===== config.mk =====
export PLATFORM = sky130hd
export DESIGN_NAME = seq_det_scheduler
export DESIGN_NICKNAME = d
export VERILOG_FILES = /design/src/rtl/seq_det_pkg.sv /design/src/rtl/seq_det_scheduler_sat_counter.sv /design/src/rtl/seq_det_scheduler.sv
export SDC_FILE = /design/constraint.sdc
export NUM_CORES = 1
export LEC_CHECK = 0
export BUFFER_PORTS_ARGS = -buffer_cell sky130_fd_sc_hd__buf_2
export CORE_ASPECT_RATIO = 0.7
export CORE_UTILIZATION = 55
export DETAILED_ROUTE_END_ITERATION = 10
export PLACE_DENSITY = 0.9
export SLEW_MARGIN = 20
export SYNTH_ARGS = -nofsm -noshare
export SYNTH_HDL_FRONTEND = slang
export SYNTH_SLANG_ARGS = --single-unit

===== constraint.sdc =====
create_clock -name clk_i -period 2.5 [get_ports clk_i]
set_input_delay 0.375 -clock clk_i [delete_from_list [all_inputs] [get_ports clk_i]]
set_output_delay 0.375 -clock clk_i [all_outputs]
set_load 0.05 [all_outputs]

===== src/rtl/seq_det_pkg.sv =====
// Shared types and default sizes for the sequence-detector word scheduler.
package seq_det_pkg;

  localparam int SEQ_WORD_W = 24;
  localparam int SEQ_CNT_W  = 8;

  typedef enum logic [1:0] {
    S_IDLE,
    S_CLEAR,
    S_SHIFT,
    S_REPORT
  } sched_state_t;

endpackage


===== src/rtl/seq_det_scheduler_sat_counter.sv =====
// Saturating up-counter with synchronous clear; holds at all-ones instead of wrapping.
module sat_counter #(
  parameter int W = 8
) (
  input  logic         clk_i,
  input  logic         rst_i,
  input  logic         clr_i,
  input  logic         inc_i,
  output logic [W-1:0] cnt_o
);

  logic [W-1:0] cnt_q;
  logic [W-1:0] cnt_d;

  always_comb begin
    cnt_d = cnt_q;
    if (clr_i) begin
      cnt_d = '0;
    end else if (inc_i && (cnt_q != {W{1'b1}})) begin
      cnt_d = cnt_q + W'(1);
    end
  end

  always_ff @(posedge clk_i) begin
    if (rst_i) begin
      cnt_q <= '0;
    end else begin
      cnt_q <= cnt_d;
    end
  end

  assign cnt_o = cnt_q;

endmodule


===== src/rtl/seq_det_scheduler.sv =====
// Serializes test words MSB-first into the sequence detector and returns a hit count per word.
// Optional SEQ_SCHED_CLEAR_EN: resets the detector in a CLEAR cycle before every word.
//
// state    | meaning
// S_IDLE   | waiting for a word, in_ready high
// S_CLEAR  | one-cycle detector reset before shifting (SEQ_SCHED_CLEAR_EN only)
// S_SHIFT  | presenting one bit per cycle with det_ena high, counting det_z
// S_REPORT | holding res_valid/res_count until res_ready
module seq_det_scheduler
  import seq_det_pkg::*;
#(
  parameter int WORD_W = SEQ_WORD_W,
  parameter int CNT_W  = SEQ_CNT_W
) (
  input  logic              clk_i,
  input  logic              rst_i,
  input  logic              in_valid_i,
  input  logic [WORD_W-1:0] in_word_i,
  output logic              in_ready_o,
  input  logic              abort_i,
  output logic              det_rst_o,
  output logic              det_ena_o,
  output logic              det_sig_o,
  input  logic              det_z_i,
  output logic              res_valid_o,
  output logic [CNT_W-1:0]  res_count_o,
  input  logic              res_ready_i,
  output logic              busy_o
);

  localparam int              BIT_W    = $clog2(WORD_W);
  localparam logic [BIT_W-1:0] LAST_BIT = BIT_W'(WORD_W - 1);

  sched_state_t      state_q;
  logic [WORD_W-1:0] sr_q;
  logic [BIT_W-1:0]  bit_q;
  logic              det_rst_q;
  logic              det_ena_q;
  logic              det_sig_q;
  logic              res_valid_q;
  logic              busy_q;

  logic              accept;
  logic              abort_act;
  logic              hit_clr;
  logic              hit_inc;
  logic [CNT_W-1:0]  hit_cnt;

  assign in_ready_o = (state_q == S_IDLE) && !rst_i;
  assign accept     = in_valid_i && in_ready_o;
  assign abort_act  = abort_i && ((state_q == S_CLEAR) || (state_q == S_SHIFT));
  assign hit_clr    = accept || abort_act;
  assign hit_inc    = (state_q == S_SHIFT) && det_z_i;

  sat_counter #(.W(CNT_W)) u_hit_cnt (
    .clk_i (clk_i),
    .rst_i (rst_i),
    .clr_i (hit_clr),
    .inc_i (hit_inc),
    .cnt_o (hit_cnt)
  );

  // det_sig_q always carries the bit being presented; sr_q holds the bits still to come.
  always_ff @(posedge clk_i) begin
    if (rst_i) begin
      state_q     <= S_IDLE;
      sr_q        <= '0;
      bit_q       <= '0;
      det_rst_q   <= 1'b1;
      det_ena_q   <= 1'b0;
      det_sig_q   <= 1'b0;
      res_valid_q <= 1'b0;
      busy_q      <= 1'b0;
    end else begin
      det_rst_q <= 1'b0;
      case (state_q)
        S_IDLE: begin
          if (accept) begin
            busy_q <= 1'b1;
            bit_q  <= '0;
`ifdef SEQ_SCHED_CLEAR_EN
            state_q   <= S_CLEAR;
            sr_q      <= in_word_i;
            det_rst_q <= 1'b1;
`else
            state_q   <= S_SHIFT;
            sr_q      <= {in_word_i[WORD_W-2:0], 1'b0};
            det_sig_q <= in_word_i[WORD_W-1];
            det_ena_q <= 1'b1;
`endif
          end
        end
        S_CLEAR: begin
          if (abort_i) begin
            state_q   <= S_IDLE;
            busy_q    <= 1'b0;
            det_rst_q <= 1'b1;
          end else begin
            state_q   <= S_SHIFT;
            sr_q      <= {sr_q[WORD_W-2:0], 1'b0};
            det_sig_q <= sr_q[WORD_W-1];
            det_ena_q <= 1'b1;
          end
        end
        S_SHIFT: begin
          if (abort_i) begin
            state_q   <= S_IDLE;
            busy_q    <= 1'b0;
            det_rst_q <= 1'b1;
            det_ena_q <= 1'b0;
            det_sig_q <= 1'b0;
          end else if (bit_q == LAST_BIT) begin
            state_q     <= S_REPORT;
            det_ena_q   <= 1'b0;
            det_sig_q   <= 1'b0;
            res_valid_q <= 1'b1;
          end else begin
            bit_q     <= bit_q + BIT_W'(1);
            sr_q      <= {sr_q[WORD_W-2:0], 1'b0};
            det_sig_q <= sr_q[WORD_W-1];
          end
        end
        S_REPORT: begin
          if (res_ready_i) begin
            state_q     <= S_IDLE;
            res_valid_q <= 1'b0;
            busy_q      <= 1'b0;
          end
        end
        default: state_q <= S_IDLE;
      endcase
    end
  end

  assign det_rst_o   = det_rst_q;
  assign det_ena_o   = det_ena_q;
  assign det_sig_o   = det_sig_q;
  assign res_valid_o = res_valid_q;
  assign res_count_o = hit_cnt;
  assign busy_o      = busy_q;

endmodule

======== Word-level counts from Yosys, hierarchy flattened ========
Cells that the tools add are included.
word-level totals
  flip-flop bits (word level) ............. 44
  output and inout port bits .............. 14
operators by class
  add/sub/neg operators ................... 2
  reduce and logical (&&, ||, !) cells .... 21
  equality and inequality tests ........... 13
  multiplexer cells ....................... 33
operators with widths
  operator                                                                 number
  24-bit 2-to-1 mux                                                        4
  24-bit case mux with 3 select lines                                      1
  5-bit 2-to-1 mux                                                         3
  1-bit 2-to-1 mux                                                         14
  4-bit AND reduction                                                      3
  2-bit 2-to-1 mux                                                         5
  2-bit inequality test, second input constant                             5
  5-bit case mux with 2 select lines                                       1
  1-bit case mux with 3 select lines                                       3
  3-bit AND reduction                                                      3
  8-bit by 1-bit adder with 8-bit output, second input constant            1
  8-bit inequality test, second input constant                             1
  2-bit case mux with 4 select lines                                       1
  5-bit by 1-bit adder with 5-bit output, second input constant            1
  5-bit == test, second input constant                                     1
  1-bit logical AND                                                        5
  5-bit AND reduction                                                      1
  2-bit == test, second input constant                                     2
  2-bit by 1-bit inequality test with 1-bit output, second input constant  2
  2-bit nonzero test                                                       2
  2-bit OR reduction                                                       2
  3-bit by 2-bit inequality test with 1-bit output, second input constant  1
  3-bit nonzero test                                                       1
  2-bit by 1-bit == test with 1-bit output, second input constant          1
  4 further kinds                                                          5

======== Longest topological paths before layout ========
  word-level depth ........................ 5
  mapped depth ............................ 8
  mapped depth without buffers ............ 6

======== Hierarchy ========
A second synthesis with hierarchy kept.
unflattened totals
  cells, all modules ...................... 246
  area, all modules ....................... 2264.7 um^2
by module, submodules not included
  module             sequential area each (um^2)  cells an instance  area an instance (um^2)  instances
  seq_det_scheduler  700.7                        199                1829.3                   1
  sat_counter        160.2                        47                 435.4                    1

======== Least setup slack after synthesis ========
OpenSTA, ideal clock, no wires.
  kind .................................... reg-to-output
  start point ............................. register state_q[0]
  end point ............................... output port in_ready_o
  stages on the path, launching flop included .. 6
  arrival time ............................ 1.452 ns
  data required time ...................... 2.125 ns
  setup slack ............................. 0.673 ns
  cell sequence ........................... dfxtp_1 > inv_1 > ha_1 > buf_2 > inv_2 > nor2_1
between the ends
  cells in the longest elaborated chain, start to end .. 2
ends and longest elaborated chain
  what                    line                     RTL
  start, declared         seq_det_scheduler.sv:34  sched_state_t state_q;
  start signal, assigned  seq_det_scheduler.sv:66  state_q <= S_IDLE;
  start signal, assigned  seq_det_scheduler.sv:86  state_q <= S_SHIFT;
  start signal, assigned  seq_det_scheduler.sv:95  state_q <= S_IDLE;
  2-bit zero test         seq_det_scheduler.sv:49  assign in_ready_o = (state_q == S_IDLE) && !rst_i;
  1-bit logical AND       seq_det_scheduler.sv:49
  end, declared           seq_det_scheduler.sv:19  output logic in_ready_o,
Every way passes these cells.

======== Worst setup path in the final report ========
  start point ............................. register state_q[1]
  end point ............................... register sr_q[2]
between the ends
  cells in the longest elaborated chain, start to end .. 5
  elaborated cells on any way between the ends .. 12
  those cells by class .................... 6 x eq/ne; 1 x mux; 5 x reduce/logical
ends and longest elaborated chain
  what                                    line                                              RTL
  2-bit zero test                         seq_det_scheduler.sv:49, seq_det_scheduler.sv:76
  1-bit logical AND                       seq_det_scheduler.sv:49
  1-bit logical AND                       seq_det_scheduler.sv:50                           assign accept = in_valid_i && in_ready_o;
  2-bit inequality test (no source line)  -
  5-bit AND reduction (no source line)    -
  end signal, assigned                    seq_det_scheduler.sv:87                           sr_q <= {in_word_i[WORD_W-2:0], 1'b0};
  end signal, assigned                    seq_det_scheduler.sv:100                          sr_q <= {sr_q[WORD_W-2:0], 1'b0};
  end signal, assigned                    seq_det_scheduler.sv:119                          sr_q <= {sr_q[WORD_W-2:0], 1'b0};
  end, declared                           seq_det_scheduler.sv:35                           logic [WORD_W-1:0] sr_q;
Parallel ways exist; a longest one is shown, timed or not.
A chain may end at the register's enable or synchronous reset.

==> metrics <==
HP Class=in2reg; DRT Wirelength=4920 um; hold slack=0.281 ns; CTS max path bufs=2; Post-Place Setup Slack=about 0.50 ns; post-layout util=66.3%; port buffer count=43; core area=3970 sq um; Crit path arrival time=2.20 ns; post-CTS setup buffer count=0; crit path from=state_q[1]; Resized Gates After CTS=0; routed length per placed instance=15.0 um; synthesis-to-layout area growth=14.1%; Critical R2R Capture=sr_q[2]; Hold Path Cell Cnt=2; maximum fanout along the worst path=23; height of the die=56.2 um; Slew Limit Fails=0; drt via density=5.84; placed insts=321; DRC marker count from the first detailed-route iteration=86; Sum Neg Setup Slack=0 ns; Clock Latency Late Sink=0.30 ns; Total Power=2.10 mW; reg-to-reg slack, setup=between 0.4 and 0.5 ns; Non-Filler Instances=329; DIE AREA=4460 sq um; final hold violation count=0; H-tree level count=2; startpoint types=register; Rel. slew slack=66.6%; hold_buf cts=0; Final Critical Period=2.03 ns; Final setup viols=0; largest net degree at the start of global routing=39; Pwr Density=797 nW/um^2; total grt overflow=0; diode count=0; crit path capture=sr_q[2]; Starting Density=roughly three fifths; Synth Net Count=276; Tightest Pin Transition=0.502 ns; Layout Skew=0.00456 ns; FMAX=0.492 GHz; finished layout cell area=between 2000 and 3000 sq um; Via Count=1,920; Yosys Warn Count=0; clock root buffer=clkbuf_8; detailed placement HPWL=3250 um; Yosys reg bits=43; run status=finished clean; CTS Sinks=43; Synth cell types=just over 50; Syn Area/Cell=9.65 sq um; Cell Rows=19; Final Wtd Congestion=0.799; leakage=1.04 nW; initial antenna violation count=0; cell count after synthesis=between 200 and 250; crit path capture type=register; sequential-to-total area share from yosys stat=37.3%; Die X=79.4 um; synthesized area=2310 sq um; worst setup margin=0.466 ns; reg-to-reg startpoint=state_q[1]; RSZ-0062 raised after global routing=false; CTS Buf Count=5; Clock transition at path regs=about 0.080 ns; GRT Total Usage=23.6%; max cap viols=0; DRT antenna net count=0; first-pass GRT wire length=about 8200 um; layout cells sized above 1=29.6%; Final nets=313; Final Cycle Share=~81%; number of global-route vias before repair=between 1.5k and 2k; reg2reg path depth=7; Ports=44; CTS tree=built; CP Data Required Time=2.66 ns; Worst VDD drop=0.000431 V; DRC=0; DR pass1 iterations=4; Crit Path Category=reg2reg; DP Area=2530 sq um
-- cells by family (layout without fill, tap and decap cells) --
kind of cell,count (synthesis),in the layout,share of synthesized area (%)
simple gates,59,59,14.5
compound gates,76,76,26.2
mux,27,27,11.8
xor+xnor,4,4,1.52
fa+ha+maj,7,7,3.80
flops,43,43,37.3
buf+inv,23,61,4.83
-- cells in the final DEF, fill, tap and decap left out, types with 2 or more instances in the layout --
cell type,count
nand2_1,4
clkbuf_8,7
nor2_1,18
ha_1,7
dfxtp_1,43
mux2i_1,26
o21ai_0,6
or3_1,2
nand2b_1,4
nand4b_1,2
buf_4,5
a211oi_1,3
buf_2,43
nor2b_1,2
a211oi_2,19
or4_1,3
o211ai_1,3
and2_1,2
o31ai_1,2
xor2_1,4
inv_1,4
nand3_1,7
a21oi_1,29
nor3_1,4
a311oi_1,2
-- power breakdown --
part | switching, mW | internal (mW) | total, mW
registers | 0.0578 | 0.790 | 0.848
clock network | 0.239 | 0.252 | 0.491
logic | 0.460 | 0.298 | 0.758
-- critical path, stage by stage (launching register included) --
cell	delay, ns
dfxtp_1	0.38
inv_1	0.10
ha_1	0.21
a21oi_1	0.21
a21boi_4	0.34
and2_1	0.17
buf_4	0.33
a211oi_1	0.14
-- state kept, by name (all words and copies together), names as in the netlist --
| signal | cells |
|---|---|
| bit_q | 5 |
| busy_o | 1 |
| det_ena_o | 1 |
| det_rst_o | 1 |
| det_sig_o | 1 |
| res_valid_o | 1 |
| sr_q | 23 |
| state_q | 2 |
| u_hit_cnt.cnt_o | 8 |
-- metal layers --
layer | up-vias | part of all wire [%] | global-route usage [%]
li1 | 965 | - | -
met1 | 898 | 49 | 32.1
met2 | 51 | 44 | 37.2
met3 | 6 | 5.8 | 5.41
met4 | 0 | 1.2 | 7.53
met5 | - | 0 | 0
-- worst min path at each step --
stage,start,end,slack (ns)
after floorplan,sr_q[1],sr_q[1],0.44
after global placement,sr_q[1],sr_q[1],0.45
after detailed placement,sr_q[1],sr_q[1],0.47
after CTS,res_ready_i,res_valid_o,0.27
after global routing,res_ready_i,res_valid_o,0.30
final,res_ready_i,res_valid_o,0.28
-- cells in the mapped netlist, drive strengths merged --
cell | n | area [sq um]
dfxtp | 43 | 861
a21oi | 29 | 145
mux2i | 26 | 260
a211oi | 22 | 260
nor2 | 19 | 73.8
buf | 11 | 66.3
o21ai | 8 | 43.8
clkbuf | 7 | 26.3
ha | 7 | 87.6
nand3 | 7 | 35.0
inv | 5 | 18.8
nand2b | 5 | 38.8
nand2 | 4 | 15.0
nor3 | 4 | 20.0
xor2 | 4 | 35.0
o211ai | 3 | 22.5
or4 | 3 | 22.5
a21boi | 2 | 26.3
a311oi | 2 | 17.5
and2 | 2 | 12.5
nand4b | 2 | 17.5
nor2b | 2 | 12.5
o31ai | 2 | 15.0
or3 | 2 | 12.5
a21o | 1 | 7.51
a221o | 1 | 10.0
a221oi | 1 | 8.76
and3 | 1 | 6.26
and3b | 1 | 8.76
and4 | 1 | 8.76
and4b | 1 | 13.8
mux2 | 1 | 11.3
nand3b | 1 | 7.51
nand4 | 1 | 6.26
nor3b | 1 | 7.51
nor4 | 1 | 6.26
nor4bb | 1 | 10.0
o21bai | 1 | 7.51
o22a | 1 | 17.5
o22ai | 1 | 6.26
o31a | 1 | 8.76
o41ai | 1 | 8.76
-- final cells by class --
class	count	area (sq um)
Tap cell	52	65.1
Clock buffer	8	100
Inverter	5	18.8
Timing Repair Buffer	48	253
Fill cell	343	1340
Multi-Input combinational cell	173	1340
Sequential cell	43	861
(Power assumes the default switching activity.)
